`src/rtl/riscy_mem_arbiter.sv`:
```
// Two-port (instruction/data) arbiter onto a single pipelined memory port.
// Round-robin on ties, lock while a request waits for its grant, and an
// in-order ID FIFO that steers each response back to its requester.
module riscy_mem_arbiter #(
  parameter int ADDR_WIDTH      = 32,
  parameter int DATA_WIDTH      = 32,
  parameter int MAX_OUTSTANDING = 2
) (
  input  logic                  clk,
  input  logic                  rst_ni,
  // instruction side
  input  logic                  instr_req_i,
  input  logic [ADDR_WIDTH-1:0] instr_addr_i,
  output logic                  instr_gnt_o,
  output logic                  instr_rvalid_o,
  output logic [DATA_WIDTH-1:0] instr_rdata_o,
  // data side
  input  logic                  data_req_i,
  input  logic                  data_we_i,
  input  logic [3:0]            data_be_i,
  input  logic [ADDR_WIDTH-1:0] data_addr_i,
  input  logic [DATA_WIDTH-1:0] data_wdata_i,
  output logic                  data_gnt_o,
  output logic                  data_rvalid_o,
  output logic [DATA_WIDTH-1:0] data_rdata_o,
  // shared memory
  output logic                  mem_req_o,
  output logic                  mem_we_o,
  output logic [3:0]            mem_be_o,
  output logic [ADDR_WIDTH-1:0] mem_addr_o,
  output logic [DATA_WIDTH-1:0] mem_wdata_o,
  input  logic                  mem_gnt_i,
  input  logic                  mem_rvalid_i,
  input  logic [DATA_WIDTH-1:0] mem_rdata_i,
  output logic                  err_o
);

  localparam int PTR_W = (MAX_OUTSTANDING > 1) ? $clog2(MAX_OUTSTANDING) : 1;
  localparam int CNT_W = $clog2(MAX_OUTSTANDING + 1);
  localparam logic [CNT_W-1:0] MAX_CNT  = CNT_W'(MAX_OUTSTANDING);
  localparam logic [PTR_W-1:0] LAST_PTR = PTR_W'(MAX_OUTSTANDING - 1);

  typedef enum logic {
    SRC_INSTR = 1'b0,
    SRC_DATA  = 1'b1
  } src_e;

  src_e                  sel;
  src_e                  rr_q;        // source that wins the next tie
  src_e                  lock_src_q;
  logic                  lock_q;
  logic [ADDR_WIDTH-1:0] lock_addr_q;
  logic                  lock_we_q;
  logic [3:0]            lock_be_q;
  logic [DATA_WIDTH-1:0] lock_wdata_q;

  src_e                  fifo_q [MAX_OUTSTANDING];
  logic [PTR_W-1:0]      rd_ptr_q;
  logic [PTR_W-1:0]      wr_ptr_q;
  logic [CNT_W-1:0]      count_q;
  logic                  err_q;

  logic                  any_req;
  logic                  pop;
  logic                  room;
  logic                  transfer;

  // Source selection: a held lock overrides the round-robin decision.
  always_comb begin
    sel     = rr_q;
    any_req = 1'b0;
    if (lock_q) begin
      sel     = lock_src_q;
      any_req = 1'b1;
    end else if (instr_req_i && data_req_i) begin
      sel     = rr_q;
      any_req = 1'b1;
    end else if (instr_req_i) begin
      sel     = SRC_INSTR;
      any_req = 1'b1;
    end else if (data_req_i) begin
      sel     = SRC_DATA;
      any_req = 1'b1;
    end
  end

  // Request gating, grants and response steering; reset forces all strobes low.
  always_comb begin
    pop            = rst_ni && mem_rvalid_i && (count_q != '0);
    room           = (count_q != MAX_CNT) || pop;
    mem_req_o      = rst_ni && any_req && room;
    transfer       = mem_req_o && mem_gnt_i;
    instr_gnt_o    = transfer && (sel == SRC_INSTR);
    data_gnt_o     = transfer && (sel == SRC_DATA);
    instr_rvalid_o = pop && (fifo_q[rd_ptr_q] == SRC_INSTR);
    data_rvalid_o  = pop && (fifo_q[rd_ptr_q] == SRC_DATA);
    instr_rdata_o  = mem_rdata_i;
    data_rdata_o   = mem_rdata_i;
    err_o          = err_q;
  end

  // Memory payload: captured copy while locked, otherwise the selected port.
  always_comb begin
    mem_addr_o  = data_addr_i;
    mem_we_o    = data_we_i;
    mem_be_o    = data_be_i;
    mem_wdata_o = data_wdata_i;
    if (lock_q) begin
      mem_addr_o  = lock_addr_q;
      mem_we_o    = lock_we_q;
      mem_be_o    = lock_be_q;
      mem_wdata_o = lock_wdata_q;
    end else if (sel == SRC_INSTR) begin
      mem_addr_o  = instr_addr_i;
      mem_we_o    = 1'b0;
      mem_be_o    = 4'b1111;
      mem_wdata_o = '0;
    end
  end

  // Lock capture on an ungranted request, release on transfer; round-robin update.
  always_ff @(posedge clk or negedge rst_ni) begin
    if (!rst_ni) begin
      lock_q       <= 1'b0;
      lock_src_q   <= SRC_INSTR;
      lock_addr_q  <= '0;
      lock_we_q    <= 1'b0;
      lock_be_q    <= '0;
      lock_wdata_q <= '0;
      rr_q         <= SRC_INSTR;
    end else begin
      if (mem_req_o && !mem_gnt_i) begin
        lock_q       <= 1'b1;
        lock_src_q   <= sel;
        lock_addr_q  <= mem_addr_o;
        lock_we_q    <= mem_we_o;
        lock_be_q    <= mem_be_o;
        lock_wdata_q <= mem_wdata_o;
      end else if (transfer) begin
        lock_q <= 1'b0;
      end
      if (transfer) begin
        rr_q <= (sel == SRC_INSTR) ? SRC_DATA : SRC_INSTR;
      end
    end
  end

  // In-order ID FIFO with occupancy count and sticky spurious-response flag.
  always_ff @(posedge clk or negedge rst_ni) begin
    if (!rst_ni) begin
      for (int unsigned i = 0; i < MAX_OUTSTANDING; i++) begin
        fifo_q[i] <= SRC_INSTR;
      end
      rd_ptr_q <= '0;
      wr_ptr_q <= '0;
      count_q  <= '0;
      err_q    <= 1'b0;
    end else begin
      if (transfer) begin
        fifo_q[wr_ptr_q] <= sel;
        wr_ptr_q         <= (wr_ptr_q == LAST_PTR) ? '0 : wr_ptr_q + 1'b1;
      end
      if (pop) begin
        rd_ptr_q <= (rd_ptr_q == LAST_PTR) ? '0 : rd_ptr_q + 1'b1;
      end
      if (transfer && !pop) begin
        count_q <= count_q + 1'b1;
      end else if (pop && !transfer) begin
        count_q <= count_q - 1'b1;
      end
      if (mem_rvalid_i && (count_q == '0)) begin
        err_q <= 1'b1;
      end
    end
  end

endmodule

```
`config.mk`:
```
export PLATFORM = sky130hd
export DESIGN_NAME = riscy_mem_arbiter
export DESIGN_NICKNAME = d
export VERILOG_FILES = /design/src/rtl/riscy_mem_arbiter.sv
export SDC_FILE = /design/constraint.sdc
export NUM_CORES = 1
export LEC_CHECK = 0
export ABC_AREA = 1
export CAP_MARGIN = 10
export CORE_ASPECT_RATIO = 1.5
export CORE_MARGIN = 3
export CORE_UTILIZATION = 44
export CTS_BUF_LIST = sky130_fd_sc_hd__clkbuf_8
export DETAILED_ROUTE_END_ITERATION = 8
export PLACE_DENSITY_LB_ADDON = 0.12
export SLEW_MARGIN = 20
export SYNTH_ARGS = -nofsm -noshare
export SYNTH_HDL_FRONTEND = slang
export SYNTH_SLANG_ARGS = --single-unit
```
`constraint.sdc`:
```
create_clock -name clk -period 4.8 [get_ports clk]
set_input_delay 1.44 -clock clk [delete_from_list [all_inputs] [get_ports clk]]
set_output_delay 1.44 -clock clk [all_outputs]
set_load 0.01 [all_outputs]
```
==> results of run 1 <==
==> kinds of logic (layout without fill, tap and decap cells) <==
logic type / count (synthesis) / in the layout / share of synthesized area
and+or+nand+nor: 321 / 321 / 0.277
xor gates and xnor gates: 3 / 3 / 0.00520
adders and majority gates: 1 / 1 / 0.00248
DFF: 79 / 79 / 0.391
buffers and inverters: 189 / 291 / 0.198
AOI/OAI and AO/OA: 117 / 117 / 0.126
==> layout make-up <==
cell class | count | area (um^2) | area share
Clock buffer | 9 | 124 | 0.0185
Clock inverter | 7 | 66.3 | 0.00990
Inverter | 80 | 300 | 0.0448
Multi-Input combinational cell | 442 | 2080 | 0.310
Sequential cell | 79 | 1980 | 0.295
Tap cell | 147 | 184 | 0.0275
Timing Repair Buffer | 195 | 1970 | 0.294
==> critical path, cell delays in order <==
cell             delay [ps]
clkdlybuf4s50_1         500
nand2_1                  70
nand2_2                 130
buf_12                  220
nand3_1                 110
o21ai_0                 130
clkdlybuf4s50_1         610
==> metrics by stage <==
step                      power, W  setup WS [ps]  std cells  instance area [um^2]   util
after detailed placement   0.00298            103        943                  6500  0.585
after global routing       0.00374           4.96        959                  6700  0.603
after floorplan            0.00211           1150        710                  5050      -
after CTS                  0.00348           92.4        959                  6690  0.602
after global placement     0.00294            134        943                  6500  0.585
final                      0.00344            129        959                  6700  0.603
==> registers in the layout (all words and copies together) (netlist names) <==
signal and flops:
lock_wdata_q 32, rr_q 1, rd_ptr_q 1, err_o 1, wr_ptr_q 1, lock_we_q 1, lock_addr_q 32, lock_src_q 1
lock_q 1, lock_be_q 4, count_q 2, fifo_q 2
==> where the power goes <==
group	internal [W]	switching, W	total (W)
Combinational	0.000912	0.00103	0.00194
Clock	0.000237	0.000241	0.000477
Sequential	0.000907	0.000116	0.00102
Total	0.00206	0.00138	0.00344
==> cell usage in the layout, fill, tap and decap left out, types with 4 or more instances in the layout <==
cell type and instances:
a31oi_1 32, buf_12 4, buf_4 10, clkbuf_8 9, clkdlybuf4s50_1 179, dfrtp_1 78
inv_1 80, nand2_1 241, nand3_1 34, nand3b_1 32, nor2_1 5, o21ai_0 66
o21ai_1 11, o22ai_1 4
==> metal layers <==
layer / global-route usage / vias to the layer above / wire length, um
met4: 0.0619 / 0 / 136
li1: - / 2370 / -
met2: 0.361 / 192 / 6620
met5: 0 / - / 0
met1: 0.244 / 2186 / 5440
met3: 0.0727 / 15 / 1260
==> worst max-delay path by stage <==
stage               start             end  slack, ps
6_report       data_req_i  mem_wdata_o[7]        130
5_1_grt        data_req_i  mem_addr_o[21]          5
4_1_cts        data_req_i  mem_addr_o[20]         90
3_5_place_dp   data_req_i  mem_addr_o[20]        100
3_3_place_gp   data_req_i  mem_addr_o[27]        130
2_1_floorplan  data_req_i  mem_addr_o[10]       1150
==> metrics.txt, run 1 <==
CTS tree built; Slew @ Worst Pin 714 ps; Hold WS 461 ps; sequential fraction of the synthesis area 0.391; maxcap violations 0; Post-DP HPWL 9510 um; Post-synth top cells nand2_1, dfrtp_1, inv_1; initial antenna violation count 0; WHS Path Cells 1; DRC viols 0; Worst Path Arrival 3230 ps; postcts setup bufs 0; PwrDens 513 mW/mm^2; htree depth 3; layout cells sized above 1 0.0493; Pre-antenna DRT Iters 4; CP endpoint kind output pin; clk_lat worst skew 340 ps; EDFF count, synth 0; Congestion Overflow GR 0; flops & latches, synth 79; clk_skew 6.20 ps; crit share post-route 0.973; top cells by area, synth dfrtp_1, nand2_1, buf_4; WHS Endpoint err_o; Max rail drop VDD 0.243 mV; Die W 93.5 um; IO Count 278; area grow syn2layout 32.6%; status complete, no violations; Post-Syn Area per Cell 7.12 um^2; Starting Density 0.455; WL final 13,400 um; largest net degree at the start of global routing 67; Synth top area share 0.391; Root Buffer clkbuf_8; clock sink total 79; Leak 3.17 nW; number of diodes 0; post-synth top area cell dfrtp_1; die height 137 um; final setup fails 0; Final Hold Fails 0; startpoint types input port; Post-Syn Nets 850; Filler Cell Count 992; Vias 4,763; CTS resizes 0; gpl congestion 0.820; DRT antenna net count 0; routed len/inst 14.0 um; fin nets 947; CTS Buf Count 9; most numerous cell in the Yosys netlist nand2_1; Syn Inst Count 710; Worst-path clk slew 80 ps; Hold-fix buffers, CTS 0; worst reg2reg setup slack 2640 ps; Pins Over Slew Limit 0; Ys Warns 0; WP data required 3360 ps; first-pass GRT wire length 21,800 um; vias in the first global route 4,680; Crit Reg-Reg Startpoint lock_q; DR vias/cell 4.97; min Tclk post-route 4670 ps; Most used DFF post-synth dfrtp_1; post-synth cell types 28; Site Rows 47; Max Clk Rate 0.214 GHz; die area 0.0128 mm^2; worst relative slew slack 0.523; Hold Startpoint err_o; FF-to-FF End lock_be_q[3]; Post-Syn Area 0.00505 mm^2; setup TNS 0 ps; gr usage total 0.209; CTS Buffer Depth 2; Crit Path Class input port to output pin; Core ar. 0.0111 mm^2; CP Max Fanout 40; R2R cell count 9; I/O Buffers 181; unrepaired setup endpoints after global routing false; Synth async-reset ratio 1.00; Min-Delay Path Class flip-flop to flip-flop; DRT iter0 DRCs 153
Power figures use the tool's default switching activity.
==> run 2: changes to the inputs <==
- CTS_BUF_LIST: sky130_fd_sc_hd__clkbuf_8 -> sky130_fd_sc_hd__clkbuf_2 sky130_fd_sc_hd__clkbuf_4 sky130_fd_sc_hd__clkbuf_8
==> run 2 against run 1 <==
- cell count unchanged
- global-route usage is 0.14 points higher
- critical path depth is 2 higher
- die area unchanged
- clock skew fell by 0.62 ps
- sequential power hardly changed
- hold slack hardly changed
- combinational power about the same
- fmax is 0.40% lower
- via count decreased by 0.73%
==> metrics.txt, run 2 (synthesized netlist as in run 1, its figures left out) <==
routed len/inst 14.0 um; maxcap violations 0; post-layout util 0.604; CP endpoint kind output pin; Post-DP HPWL 9510 um; Crit Path Class input port to output pin; internal power 0.00207 W; status complete, no violations; layout cells sized above 1 0.0517; worst relative slew slack 0.513; DRT antenna net count 0; Root Buffer clkbuf_8; Die W 93.5 um; CTS Buffer Depth 2; Hold Startpoint err_o; startpoint types input port; Starting Density 0.455; Reg power frac 0.297; initial antenna violation count 0; largest net degree at the start of global routing 67; Placement Cell Area 0.00650 mm^2; Net Sw Frac 0.400; Pins Over Slew Limit 0; Switch Pwr 0.00138 W; crit share post-route 0.977; Congestion Overflow GR 0; Hold WS 461 ps; biggest regs lock_addr_q: 32 flops, lock_wdata_q: 32 flops, lock_be_q: 4 flops; DRT iter0 DRCs 167; Crit Reg-Reg Startpoint lock_q; DR vias/cell 4.93; CP Max Fanout 36; CTS Buf Count 9; Logic pwr share 0.561; number of diodes 0; postcts setup bufs 0; clock group share of total power 0.143; WHS Endpoint err_o; worst reg2reg setup slack 2650 ps; fin nets 947; CP peak stage delay 560 ps; Pre-antenna DRT Iters 4; min Tclk post-route 4690 ps; most frequent cells in the layout nand2_1, clkdlybuf4s50_1, inv_1, dfrtp_1, o21ai_0; final setup fails 0; CTS tree built; FF-to-FF End lock_be_q[3]; WL final 13,400 um; IO Count 278; WHS Path Cells 1; gpl congestion 0.820; gr usage total 0.211; WP data required 3360 ps; Final Hold Fails 0; Critical-path top delay cell clkdlybuf4s50_1; Worst-path clk slew 80 ps; setup TNS 0 ps; Crit. Startpoint data_req_i; area grow syn2layout 32.8%; most common cell after layout, fill and taps aside nand2_1; PwrDens 514 mW/mm^2; Vias 4,728; I/O Buffers 181; htree depth 3; Hold-fix buffers, CTS 0; DRC viols 0; crit path cell chain clkdlybuf4s50_1 > nor2_1 > nor2_4 > nand2_2 > buf_12 > nand3b_1 > nand2_1 > nand2_1 > clkdlybuf4s50_1; clk_skew 5.58 ps; Slew @ Worst Pin 729 ps; Max Clk Rate 0.213 GHz; first-pass GRT wire length 21,900 um; Min-Delay Path Class flip-flop to flip-flop; clock sink total 79; die area 0.0128 mm^2; unrepaired setup endpoints after global routing false; Max rail drop VDD 0.239 mV; R2R cell count 9; die height 137 um; post-route cell area 0.00671 mm^2; Site Rows 47; vias in the first global route 4,670; Worst Path Arrival 3250 ps; Core ar. 0.0111 mm^2; Leak 3.17 nW; total power 0.00345 W; clk_lat worst skew 350 ps
run 2: power groups by stage:
stage	logic, W	clock network, W	registers (W)
after floorplan	0.00111	0	0.00100
after global placement	0.00192	0	0.00102
after detailed placement	0.00195	0	0.00103
after CTS	0.00196	0.000515	0.00102
after global routing	0.00216	0.000539	0.00105
final	0.00193	0.000493	0.00102
run 2: final cells by class:
cell class | count | area [um^2]
inverters | 80 | 300
fillers | 991 | 4410
multi-input cells | 442 | 2080
well taps | 147 | 184
repair buffers | 195 | 1970
clock buffers | 11 | 139
clock inverters | 5 | 58.8
flip-flops and latches | 79 | 1980
run 2: critical path, delay by kind of cell:
kind	cells	cell delay (ps)
buffers and inverters	3	1240
AND/OR/NAND/NOR	6	560
run 2: metrics by stage:
step / worst slack, ps / std cells
floorplan: 1150 / 710
global placement: 134 / 943
detailed placement: 103 / 943
CTS: 92.4 / 959
global route: 4.96 / 959
finish: 110 / 959
run 2: what timing repair did:
action,CTS,global route
endpoints found under the hold margin,0,0
resized for setup,0,2
setup endpoints to repair,0,3
run 2: worst max path at each step:
stage / end / depth (start not counted)
after floorplan: mem_addr_o[10] / 7
after global placement: mem_addr_o[27] / 8
after global routing: mem_addr_o[21] / 9
after detailed placement: mem_addr_o[20] / 8
final: mem_addr_o[22] / 9
after CTS: mem_addr_o[20] / 8
run 2: per-layer routing:
| metal | part of all wire | track usage | vias up |
|---|---|---|---|
| met5 | 0 | 0 | - |
| met4 | 0.014 | 0.0619 | 0 |
| met3 | 0.094 | 0.0776 | 18 |
| met2 | 0.50 | 0.361 | 188 |
| met1 | 0.39 | 0.245 | 2148 |
| li1 | - | - | 2374 |
==> run 3: changes to the inputs <==
- HOLD_SLACK_MARGIN: unset -> 0.12
==> results of run 3 <==
The final DEF is identical to that of run 2; final timing and power are the same.
==> patch (flow settings as in run 2) <==
Change the parameter `DATA_WIDTH` from 32 to 64.
--- a/src/rtl/riscy_mem_arbiter.sv
+++ b/src/rtl/riscy_mem_arbiter.sv
@@ -5,3 +5,3 @@
   parameter int ADDR_WIDTH      = 32,
-  parameter int DATA_WIDTH      = 32,
+  parameter int DATA_WIDTH      = 64,
   parameter int MAX_OUTSTANDING = 2
Interface: changed (5 resized); port bits go from 278 to 438. The function was not compared with the original's and may differ.
==> patch against run 2 <==
  * Maximum frequency decreased by 0.74%
  * Combinational power increased by 38%
  * Cell area increased by 37%
  * Power increased by 33%
  * Clock power increased by 9.9%
  * Die area increased by 38%
  * Area after synthesis increased by 40%
  * Sequential cell count increased by 32
  * Cell count increased by 33%
  * Via count increased by 37%
  * Setup slack got worse by 0.035 ns
  * Wire length increased by 75%
  * Non-clock buffer count increased by 72
  * Sequential share of layout area increased by 0.82 points
  * Critical endpoint is now mem_wdata_o[31]
  * Largest cell class is now non-clock buffers
  * Highest routed layer unchanged
==> patch: results (changes against run 2) <==
| Metric | Value |
|---|---|
| Status | finished clean (unchanged) |
| Setup WS pre-CTS | -0.0490 ns (was 0.103 ns) |
| Syn Nets | 1187 (was 850) |
| List of most frequent post-synthesis cells | 275 x nand2_1, 135 x buf_4, 111 x dfrtp_1, 111 x inv_1, 82 x o21ai_0 (was 242 x nand2_1, 79 x dfrtp_1, 78 x inv_1) |
| Initial Utilization | 45.2% (was 45.5%) |
| Worst slew pin tran | 0.976 ns (was 0.729 ns) |
| #MultiIn Comb | 570 (was 442) |
| CTS clock-pin slew for the worst setup and hold paths | 0.11 ns (was 0.08 ns) |
| Hpwl dp | 17100 microns (was 9510 microns) |
| Largest net degree at the start of global routing | 139 (was 67) |
| First-pass GRT wire length | 35500 microns (was 21900 microns) |
| Skew final | 0.0163 ns (was 0.00558 ns) |
| Ant diodes | 1 (was 0) |
| Buffering overhead | 31.1% (was 29.4%) |
| Crit Path Max Fanout | 26 (was 36) |
| GP Congestion | 0.856 (was 0.820) |
| Clk cell area share | 1.92% (was 2.95%) |
| Initial antenna violation count | 1 (was 0) |
| Top cells by area, synth | dfrtp_1 39%, nand2_1 15%, buf_4 14% (was dfrtp_1 39%, nand2_1 18%, buf_4 9.5%) |
| Bufs w/o clock | 267 (was 195) |
| TritonRoute pass-1 iters | 5 (was 4) |
| Leakage | 0.00494 uW (was 0.00317 uW) |
| Register area | 2780 sq um (was 1980 sq um) |
| Worst-Skew Late Latency | 0.38 ns (was 0.35 ns) |
| Largest regs | lock_wdata_q x64, lock_addr_q x32, lock_be_q x4 (was lock_addr_q x32, lock_wdata_q x32, lock_be_q x4) |
| Drt via density | 5.07 (was 4.93) |
| Layout Cells excl Fill | 1280 (was 959) |
| Number of global-route vias before repair | 6362 (was 4670) |
| FILL cells | 1522 (was 991) |
| Signal inverters | 112 (was 80) |
| Gr usage total | 26.3% (was 21.1%) |
| Inst Count DP | 1263 (was 943) |
| Multi-input gate area | 2680 sq um (was 2080 sq um) |
| Cells after Synth | 983 (was 710) |
| CP arrival | 3.28 ns (was 3.25 ns) |
| CLK BUF | 9 (was 11) |
| Slowest stage delay, CP | 0.62 ns (was 0.56 ns) |
| Post-synthesis adder-cell area fraction | 0.176% (was 0.248%) |
| Synth unique cells | 25 (was 28) |
| Share of cells above drive strength 1 | 4.55% (was 5.17%) |
| DR iter-0 viols | 372 (was 167) |
| Synth Area in XOR/XNOR | 0.370% (was 0.520%) |
| Worst VDD drop | 0.000271 V (was 0.000239 V) |
patch: changes by cell type after synthesis, moves of 32 or more:
cell	change
inv_1	+33
o21ai_1	+48
dfrtp_1	+32
nand3_1	+32
nand2_1	+33
buf_4	+71
patch: report_power, final:
group	switching, uW	internal [uW]
combinational	1480	1170
clock	346	195
sequential	136	1260
total	1960	2630
patch: per-stage QoR:
step / utilization (%) / area [sq um] / total power [uW] / hold slack (ns)
floorplan: - / 7100 / 2850 / 0.446
global placement: 56.4 / 8860 / 4120 / 0.462
detailed placement: 56.4 / 8860 / 4130 / 0.465
CTS: 57.5 / 9020 / 4690 / 0.491
global route: 58.4 / 9170 / 4950 / 0.494
finish: 58.4 / 9170 / 4590 / 0.485
patch: worst paths after layout:
check                                    from                        to  slack, ns
min in group asynchronous              rst_ni    count_q[0]$_DFFE_PN0P_       0.84
hold reg to reg             err_o$_DFFE_PN0P_         err_o$_DFFE_PN0P_       0.49
max in group asynchronous              rst_ni        lock_q$_DFFE_PN0P_       2.28
setup / recovery                   data_req_i           mem_wdata_o[31]       0.08
setup reg to reg           lock_q$_DFFE_PN0P_  lock_be_q[3]$_DFFE_PN0P_       2.49
hold / removal              err_o$_DFFE_PN0P_         err_o$_DFFE_PN0P_       0.49
patch: metal layers:
layer | wire (microns) | up-vias | track usage, % | share of wire, %
met2 | 11300 | 238 | 41.2 | 48
met3 | 2380 | 91 | 8.68 | 10
li1 | - | 3179 | - | -
met1 | 8640 | 2979 | 31.5 | 37
met4 | 1180 | 0 | 14.1 | 5.0
met5 | 0 | - | 0 | 0
patch: logic make-up after synthesis:
logic type               after synthesis
AO/OA/AOI/OAI                        181
XOR/XNOR                               3
flip-flops                           111
adder cells (fa/ha/maj)                1
AND/OR/NAND/NOR                      385
buffers and inverters                302
